==> config.mk <==
export PLATFORM = sky130hd
export DESIGN_NAME = tea_job_arbiter
export DESIGN_NICKNAME = d
export VERILOG_FILES = /design/src/rtl/tea_job_arbiter.sv
export SDC_FILE = /design/constraint.sdc
export NUM_CORES = 1
export LEC_CHECK = 0
export ABC_AREA = 1
export ABC_CLOCK_PERIOD_IN_PS = 3120
export CORE_UTILIZATION = 25
export CTS_CLUSTER_DIAMETER = 200
export DETAILED_ROUTE_END_ITERATION = 8
export PLACE_DENSITY_LB_ADDON = 0.05
export SKIP_LAST_GASP = 1
export SYNTH_ARGS = -nofsm -noshare
export SYNTH_HDL_FRONTEND = slang
export SYNTH_SLANG_ARGS = --single-unit
export TNS_END_PERCENT = 100
==> constraint.sdc <==
create_clock -name wb_clk_i -period 3.12 [get_ports wb_clk_i]
set_input_delay 0.624 -clock wb_clk_i [delete_from_list [all_inputs] [get_ports wb_clk_i]]
set_output_delay 0.624 -clock wb_clk_i [all_outputs]
set_load 0.02 [all_outputs]
==> src/rtl/tea_job_arbiter.sv <==
// tea_job_arbiter: round-robin job scheduler in front of the shared TEA core.
// Two requesters (port 0 CPU, port 1 DMA) submit 64-bit {v1, v0} jobs. One job
// is in flight at a time. Each job is issued to the core, awaited with a
// timeout, and returned on the requester's own valid/ready response channel.
//
// state | meaning
// ------+---------------------------------------------------------------
// IDLE  | waiting for a request; ready offered to the selected port only
// ISSUE | one-cycle core_start pulse; timeout counter cleared
// WAIT  | operands held on the core; waiting for core_done or timeout
// RESP  | result/err presented to the granted port until it is consumed
module tea_job_arbiter #(
  parameter int unsigned TIMEOUT_CYCLES = 64,
  parameter int unsigned TMR_W          = 16
) (
  input  logic        wb_clk_i,
  input  logic        wb_rst_i,
  input  logic        req0_valid,
  output logic        req0_ready,
  input  logic        req0_mode,
  input  logic [63:0] req0_data,
  output logic        rsp0_valid,
  input  logic        rsp0_ready,
  output logic [63:0] rsp0_data,
  output logic        rsp0_err,
  input  logic        req1_valid,
  output logic        req1_ready,
  input  logic        req1_mode,
  input  logic [63:0] req1_data,
  output logic        rsp1_valid,
  input  logic        rsp1_ready,
  output logic [63:0] rsp1_data,
  output logic        rsp1_err,
  output logic        core_start,
  output logic        core_mode,
  output logic [31:0] core_v0,
  output logic [31:0] core_v1,
  input  logic        core_done,
  input  logic [31:0] core_v0_res,
  input  logic [31:0] core_v1_res,
  output logic        busy,
  output logic        grant_id,
  output logic [15:0] jobs_done,
  output logic [7:0]  err_count
);

  typedef enum logic [1:0] {S_IDLE, S_ISSUE, S_WAIT, S_RESP} state_t;

  localparam logic [TMR_W-1:0] TMR_LAST = TMR_W'(TIMEOUT_CYCLES - 1);

  state_t           r_state;
  logic             r_last_grant;
  logic             r_id;
  logic             r_mode;
  logic [63:0]      r_data;
  logic [63:0]      r_res;
  logic             r_err;
  logic [TMR_W-1:0] r_tmr;
  logic             r_grant_id;
  logic [15:0]      r_jobs;
  logic [7:0]       r_errs;

  logic w_idle;
  logic w_any;
  logic w_sel_id;
  logic w_accept;
  logic w_core_act;
  logic w_resp;
  logic w_rsp_ready;

  // On a tie the port that was not served last wins; otherwise the lone requester.
  assign w_idle      = (r_state == S_IDLE);
  assign w_any       = req0_valid | req1_valid;
  assign w_sel_id    = (req0_valid & req1_valid) ? ~r_last_grant : req1_valid;
  assign w_accept    = w_idle & w_any;
  assign w_core_act  = (r_state == S_ISSUE) | (r_state == S_WAIT);
  assign w_resp      = (r_state == S_RESP);
  assign w_rsp_ready = r_id ? rsp1_ready : rsp0_ready;

  assign req0_ready = w_accept & ~w_sel_id;
  assign req1_ready = w_accept &  w_sel_id;

  // Operands are only driven toward the core while a job is being worked on.
  assign core_start = (r_state == S_ISSUE);
  assign core_mode  = w_core_act & r_mode;
  assign core_v0    = w_core_act ? r_data[31:0]  : 32'd0;
  assign core_v1    = w_core_act ? r_data[63:32] : 32'd0;

  assign rsp0_valid = w_resp & ~r_id;
  assign rsp1_valid = w_resp &  r_id;
  assign rsp0_data  = rsp0_valid ? r_res : 64'd0;
  assign rsp1_data  = rsp1_valid ? r_res : 64'd0;
  assign rsp0_err   = rsp0_valid & r_err;
  assign rsp1_err   = rsp1_valid & r_err;

  assign busy      = ~w_idle;
  assign grant_id  = r_grant_id;
  assign jobs_done = r_jobs;
  assign err_count = r_errs;

  // Job sequencing FSM with latched job, result capture, timeout and counters.
  always_ff @(posedge wb_clk_i) begin
    if (wb_rst_i) begin
      r_state      <= S_IDLE;
      r_last_grant <= 1'b1;
      r_id         <= 1'b0;
      r_mode       <= 1'b0;
      r_data       <= 64'd0;
      r_res        <= 64'd0;
      r_err        <= 1'b0;
      r_tmr        <= '0;
      r_grant_id   <= 1'b0;
      r_jobs       <= 16'd0;
      r_errs       <= 8'd0;
    end else begin
      case (r_state)
        S_IDLE: begin
          if (w_accept) begin
            r_id       <= w_sel_id;
            r_grant_id <= w_sel_id;
            r_mode     <= w_sel_id ? req1_mode : req0_mode;
            r_data     <= w_sel_id ? req1_data : req0_data;
            r_state    <= S_ISSUE;
          end
        end
        S_ISSUE: begin
          r_tmr   <= '0;
          r_state <= S_WAIT;
        end
        S_WAIT: begin
          // A completion arriving on the last allowed cycle still counts as success.
          if (core_done) begin
            r_res   <= {core_v1_res, core_v0_res};
            r_err   <= 1'b0;
            r_state <= S_RESP;
          end else if (r_tmr == TMR_LAST) begin
            r_res   <= 64'd0;
            r_err   <= 1'b1;
            if (r_errs != 8'hFF) r_errs <= r_errs + 8'd1;
            r_state <= S_RESP;
          end else begin
            r_tmr <= r_tmr + 1'b1;
          end
        end
        S_RESP: begin
          if (w_rsp_ready) begin
            r_jobs       <= r_jobs + 16'd1;
            r_last_grant <= r_id;
            r_state      <= S_IDLE;
          end
        end
        default: r_state <= S_IDLE;
      endcase
    end
  end

endmodule
==> flow_summary.json, run 1 <==
{
  "p_switching_mw": 3.12,
  "setup_viol": 0,
  "drc": 0,
  "ys_seq_area_share_pct": 38.8,
  "slew_headroom_pct": 38.2,
  "cts_buffers": 17,
  "synth_area_sq_mm": 0.00898,
  "status": "finished clean",
  "nNetsFinal": 2033,
  "cts_hold_buf": 0,
  "core_sq_mm": 0.0355,
  "dr.pass1.iters": 5,
  "hold_violations": 0,
  "synth_top_cell_by_area": "dfxtp_1",
  "p_sw_share_pct": 37.9,
  "place_congestion": 0.794,
  "worstSetupEndpointType": "primary output",
  "finalCritPeriodShare_pct": 96.6,
  "multiInputGateArea_sq_mm": 0.00441,
  "cts.sinks": 174,
  "synth_most_common_cell": "nand2_1",
  "syn-mean-instance-area_sq_um": 6.24,
  "initial_core_util_pct": 25.3,
  "synth-edff-count": 0,
  "synthFlopType": "dfxtp_1",
  "start_kind": "flop",
  "fmax_ghz": 0.332,
  "worst_slack_ns": 0.105,
  "cp.required_ns": 2.50,
  "clkTransAtPathRegs_ns": 0.07,
  "antenna_found_initial": 4,
  "drtIter0Drc": 465,
  "post-place-ws_ns": 0.238,
  "fin_area_sq_mm": 0.0144,
  "drtAntennaViolNets": 0,
  "cts_htree_levels": 4,
  "critPathCapture": "rsp0_data[22]",
  "grtUsageTotal_pct": 19.0,
  "wl_per_cell_um": 15.5,
  "io_pins": 427,
  "cellPowerDensity_mw_per_mm2": 571,
  "io_buffers": 426,
  "die_area_sq_mm": 0.0367,
  "grt_first_pass_wirelength_um": 53600,
  "pwr-share-seq_pct": 33.6,
  "r2r_cells": 10,
  "crit_start": "r_state[1]",
  "cts_tree": "built",
  "pwr-share-clk_pct": 27.3,
  "syn-num-nets": 1649,
  "die_height_um": 192,
  "min_from": "r_res[48]",
  "path_class": "flop to primary output",
  "synth_area_leaders": "dfxtp_1 (39%), nand2_1 (19%), nor2_1 (9.1%), inv_1 (7.9%), nand3_1 (5.1%)",
  "placementRows": 69,
  "drv_cap": 0,
  "synth-warning-count": 0,
  "ys_seq_elements": 174,
  "cts_root_buffer": "clkbuf_16",
  "r2r_slack_ns": 0.84,
  "ys_async_sr_fraction_pct": 0,
  "syn_inst": 1440,
  "clkLatencyLatePin_ns": 0.45,
  "synth.distinct_cells": 31,
  "rsz0062_at_grt": "true",
  "cp.arrival_ns": 2.39,
  "hp-class": "flop to flop",
  "clockBufferDepth": 2,
  "syn2layout_area_growth_pct": 60.7,
  "num-fill-cells": 3771,
  "finalMaxSlewViolations": 0,
  "grt.overflow.total": 0,
  "ir_worst_vdd_uv": 404,
  "crit_fanout": 65,
  "intPower_mw": 5.11,
  "worstMarginPinSlew_ns": 0.926,
  "dp_hpwl_um": 25400,
  "fin_skew_ns": 0.00901,
  "hold_slack_ns": 0.481,
  "timing.rr.start": "r_state[0]",
  "leakage_nw": 5.98,
  "grt_pass1_vias": 9544,
  "grt_max_degree": 145,
  "synth_top_area_share_pct": 38.8,
  "layout-drive-gt1-share_pct": 4.74,
  "dieWidth_um": 192,
  "synth.top_cells.by_count": "nand2_1 (452), nor2_1 (218), inv_1 (188)",
  "fin_crit_ns": 3.02,
  "place_area_sq_mm": 0.0137,
  "ff_latch_area_sq_mm": 0.00348,
  "timing.rr.end": "err_count[4]",
  "num_vias": 10100,
  "drt_wl_total_um": 35600,
  "combPwrFrac_pct": 39.1,
  "vias_per_cell": 4.40
}
-- state kept, by name, indices dropped and copies added, names as in the netlist --
name,cells
err_count,8
grant_id,1
jobs_done,16
r_data,64
r_err,1
r_last_grant,1
r_mode,1
r_res,64
r_state,2
r_tmr,16
-- worst min-delay path by stage --
| stage | slack [ns] | end | cells after the start |
|---|---|---|---|
| global placement | 0.47 | r_res[35] | 2 |
| finish | 0.48 | r_res[48] | 2 |
| CTS | 0.48 | r_res[44] | 2 |
| floorplan | 0.45 | r_last_grant | 2 |
| global route | 0.50 | jobs_done[4] | 2 |
| detailed placement | 0.47 | r_res[44] | 2 |
-- final cells by class --
| class | instances | share of cell area, % |
|---|---|---|
| repair buffers | 453 | 32.1 |
| multi-input cells | 987 | 30.5 |
| flip-flops and latches | 174 | 24.1 |
| inverters | 191 | 4.97 |
| well taps | 461 | 4.00 |
| clock buffers | 23 | 3.45 |
| clock inverters | 9 | 0.737 |
| diodes | 3 | 0.0520 |
-- kinds of logic after synthesis --
kind of cell / share of synthesized area [%]
AO/OA/AOI/OAI: 10.7
XOR/XNOR: 0.390
adder cells (fa/ha/maj): 1.11
buffers and inverters: 12.5
flip-flops: 38.8
AND/OR/NAND/NOR: 36.5
-- layer usage --
metal	global-route usage, %	vias to the layer above	wire [um]
li1	-	5233	-
met1	22.1	4532	15000
met2	32.2	327	16800
met3	7.44	24	3310
met4	5.34	2	448
met5	0	-	9
-- repair_timing --
| item | in CTS | in global routing |
|---|---|---|
| setup buffers | 0 | 2 |
| gates resized for setup | 3 | 29 |
| hold endpoints to repair | 0 | 0 |
| setup endpoints to repair | 57 | 140 |
| pin swaps | 0 | 1 |
-- layout by cell type (no fill, tap or decap), types with 4 or more instances in the layout --
| cell | instances |
|---|---|
| nor2_4 | 4 |
| a31oi_1 | 65 |
| dlymetal6s2s_1 | 28 |
| clkbuf_8 | 5 |
| clkdlybuf4s50_1 | 395 |
| a21oi_1 | 84 |
| nand2_1 | 451 |
| clkbuf_16 | 17 |
| o21ai_0 | 11 |
| buf_4 | 20 |
| inv_1 | 186 |
| nand2_2 | 7 |
| nand3_1 | 92 |
| nand4_1 | 18 |
| inv_2 | 5 |
| ha_1 | 6 |
| nor3_1 | 9 |
| buf_12 | 8 |
| dfxtp_1 | 174 |
| nor2_1 | 217 |
-- critical path, cell delays in order, from the launching register on --
cell	delay [ns]
dfxtp_1	0.39
ha_2	0.25
inv_1	0.09
nor2_1	0.16
inv_2	0.06
buf_12	0.18
nor2_1	0.14
clkdlybuf4s50_1	0.61
-- metrics by stage --
| step | TNS [ns] | power, mW | cells | utilization, % |
|---|---|---|---|---|
| floorplan | 0 | 4.63 | 1440 | - |
| global placement | 0 | 6.02 | 2264 | 38.7 |
| detailed placement | 0 | 6.03 | 2264 | 38.7 |
| CTS | 0 | 8.37 | 2296 | 40.4 |
| global route | -0.0501 | 8.80 | 2301 | 40.7 |
| finish | 0 | 8.24 | 2301 | 40.7 |
-- power by group through the flow --
stage          Combinational [mW]  Sequential, mW  Clock, mW
6_report                     3.22            2.77       2.25
5_1_grt                      3.57            2.81       2.42
4_1_cts                      3.26            2.76       2.34
3_5_place_dp                 3.22            2.81          0
3_3_place_gp                 3.21            2.81          0
2_1_floorplan                1.88            2.76          0
No activity file was read; power rests on OpenSTA's default activity.
==> inputs of run 2 (changes only) <==
- CAP_MARGIN: unset -> 25
- CORE_ASPECT_RATIO: unset -> 1.25
- SLEW_MARGIN: unset -> 10
==> flow_summary.json, run 2 (synthesis gave the netlist of run 1 again) <==
{
  "place_area_sq_mm": 0.0137,
  "grtUsageTotal_pct": 18.0,
  "antenna_cells": 0,
  "cp.arrival_ns": 2.35,
  "io_pins": 427,
  "placed_cells": 2274,
  "intPower_mw": 5.02,
  "path_class": "flop to primary output",
  "drt_wl_total_um": 33900,
  "cts_htree_levels": 4,
  "pwr-share-seq_pct": 34.1,
  "clockBufferDepth": 2,
  "layout_common_cells": "nand2_1 (451), clkdlybuf4s50_1 (421), nor2_1 (216)",
  "cts_root_buffer": "clkbuf_16",
  "tns_ns": 0,
  "holdPathEnd": "r_res[53]",
  "hp-class": "flop to flop",
  "top_regs": "r_data x64, r_res x64",
  "cts_tree": "built",
  "status": "finished clean",
  "cts.sinks": 174,
  "die_height_um": 214,
  "num_vias": 10100,
  "die_area_sq_mm": 0.0367,
  "finalMaxSlewViolations": 0,
  "cp.required_ns": 2.50,
  "antenna_found_initial": 1,
  "grt_first_pass_wirelength_um": 51500,
  "wl_per_cell_um": 14.7,
  "ir_worst_vdd_uv": 413,
  "leakage_nw": 5.47,
  "grt_max_degree": 145,
  "start_kind": "flop",
  "clkTransAtPathRegs_ns": 0.07,
  "layout-drive-gt1-share_pct": 4.42,
  "grt_pass1_vias": 9277,
  "initial_core_util_pct": 25.4,
  "dieWidth_um": 172,
  "timing.rr.end": "r_tmr[15]",
  "nNetsFinal": 2029,
  "setup_viol": 0,
  "drtAntennaViolNets": 0,
  "clkLatencyLatePin_ns": 0.43,
  "slew_headroom_pct": 46.3,
  "placementRows": 77,
  "syn2layout_area_growth_pct": 59.7,
  "combPwrFrac_pct": 39.3,
  "final_cells": 2306,
  "drc": 0,
  "crit_fanout": 65,
  "drv_cap": 0,
  "p_sw_share_pct": 38.1,
  "worstMarginPinSlew_ns": 0.806,
  "grt.overflow.total": 0,
  "fmax_ghz": 0.336,
  "place_congestion": 0.834,
  "io_buffers": 426,
  "dp_hpwl_um": 24100,
  "worst_hold_path.num_cells": 2,
  "dr.pass1.iters": 5,
  "timing.rr.start": "r_state[0]",
  "fin_area_sq_mm": 0.0143,
  "power_mw": 8.11,
  "final_common_cell": "nand2_1",
  "p_switching_mw": 3.09,
  "r2r_slack_ns": 0.89,
  "drtIter0Drc": 493,
  "min_from": "r_res[53]",
  "fin_skew_ns": 0.00965,
  "hold_violations": 0,
  "cellPowerDensity_mw_per_mm2": 565,
  "pwr-share-clk_pct": 26.6,
  "cts_buffers": 17,
  "finalCritPeriodShare_pct": 95.5,
  "r2r_cells": 8,
  "vias_per_cell": 4.37,
  "worstSetupEndpointType": "primary output",
  "core_sq_mm": 0.0354,
  "fin_crit_ns": 2.98
}
-- run 2: cell types whose count changed in the layout (fill, tap and decap cells not counted), moves of 2 or more --
cell / previous run / this run
clkdlybuf4s50_1: 395 / 421
dlymetal6s2s_1: 28 / 3
buf_4: 20 / 15
clkbuf_8: 5 / 1
clkbuf_1: 1 / 4
diode_2: 3 / 0
buf_12: 8 / 10
clkinv_2: 3 / 1
dlygate4sd2_1: 2 / 0
-- run 2: final cells by class --
cell class                 count  area, sq um
clock buffer                  22          454
clock inverter                 9          113
fill                        3784        21000
inverter                     191          722
multi-input combinational    987         4410
sequential                   174         3480
tap                          474          593
timing repair buffer         449         4560
-- run 2: critical path: stages, from the launching register on --
cell and delay [ns]:
dfxtp_1 0.39, ha_2 0.26, inv_1 0.09, nor2_2 0.19, inv_6 0.17, nor2_1 0.16, clkdlybuf4s50_1 0.61
-- run 2: worst max-delay path by stage --
stage | from | cells after the start | end
final | r_state[1] | 6 | rsp0_data[54]
after global routing | r_state[1] | 6 | rsp0_data[49]
after CTS | r_state[1] | 5 | rsp1_data[13]
after detailed placement | req0_valid | 4 | req0_ready
after global placement | req0_valid | 4 | req0_ready
after floorplan | r_state[1] | 7 | rsp0_data[13]
-- run 2: layer usage --
layer / GRT usage [%] / wire, um
met2: 32.2 / 17100
met4: 4.22 / 311
met1: 20.7 / 13700
met3: 5.59 / 2770
met5: 0 / 13
-- run 2: power by group through the flow --
stage / combinational, mW / clock, mW / sequential [mW]
floorplan: 1.88 / 0 / 2.76
global placement: 3.22 / 0 / 2.80
CTS: 3.25 / 2.25 / 2.76
detailed placement: 3.21 / 0 / 2.81
finish: 3.19 / 2.16 / 2.76
global route: 3.54 / 2.35 / 2.81
-- run 2: repair_timing --
item	in CTS	in global routing
setup buffers	0	1
resized for setup	3	6
hold buffers	0	0
hold endpoints to repair	0	0
endpoints found under the setup margin	130	124
cloned	0	0
pin swaps	0	1
-- run 2: through the flow --
step / hold WS [ns] / setup slack (ns) / utilization, %
6_report: 0.480 / 0.141 / 40.6
5_1_grt: 0.498 / -0.00537 / 40.6
4_1_cts: 0.480 / -0.0616 / 40.5
3_5_place_dp: 0.471 / 0.202 / 38.8
3_3_place_gp: 0.467 / 0.201 / 38.8
2_1_floorplan: 0.446 / 0.783 / -
==> inputs of run 3 (changes only) <==
- TNS_END_PERCENT: 100 -> unset
==> results of run 3 <==
Final layout, timing and power as in run 2 (identical DEF).
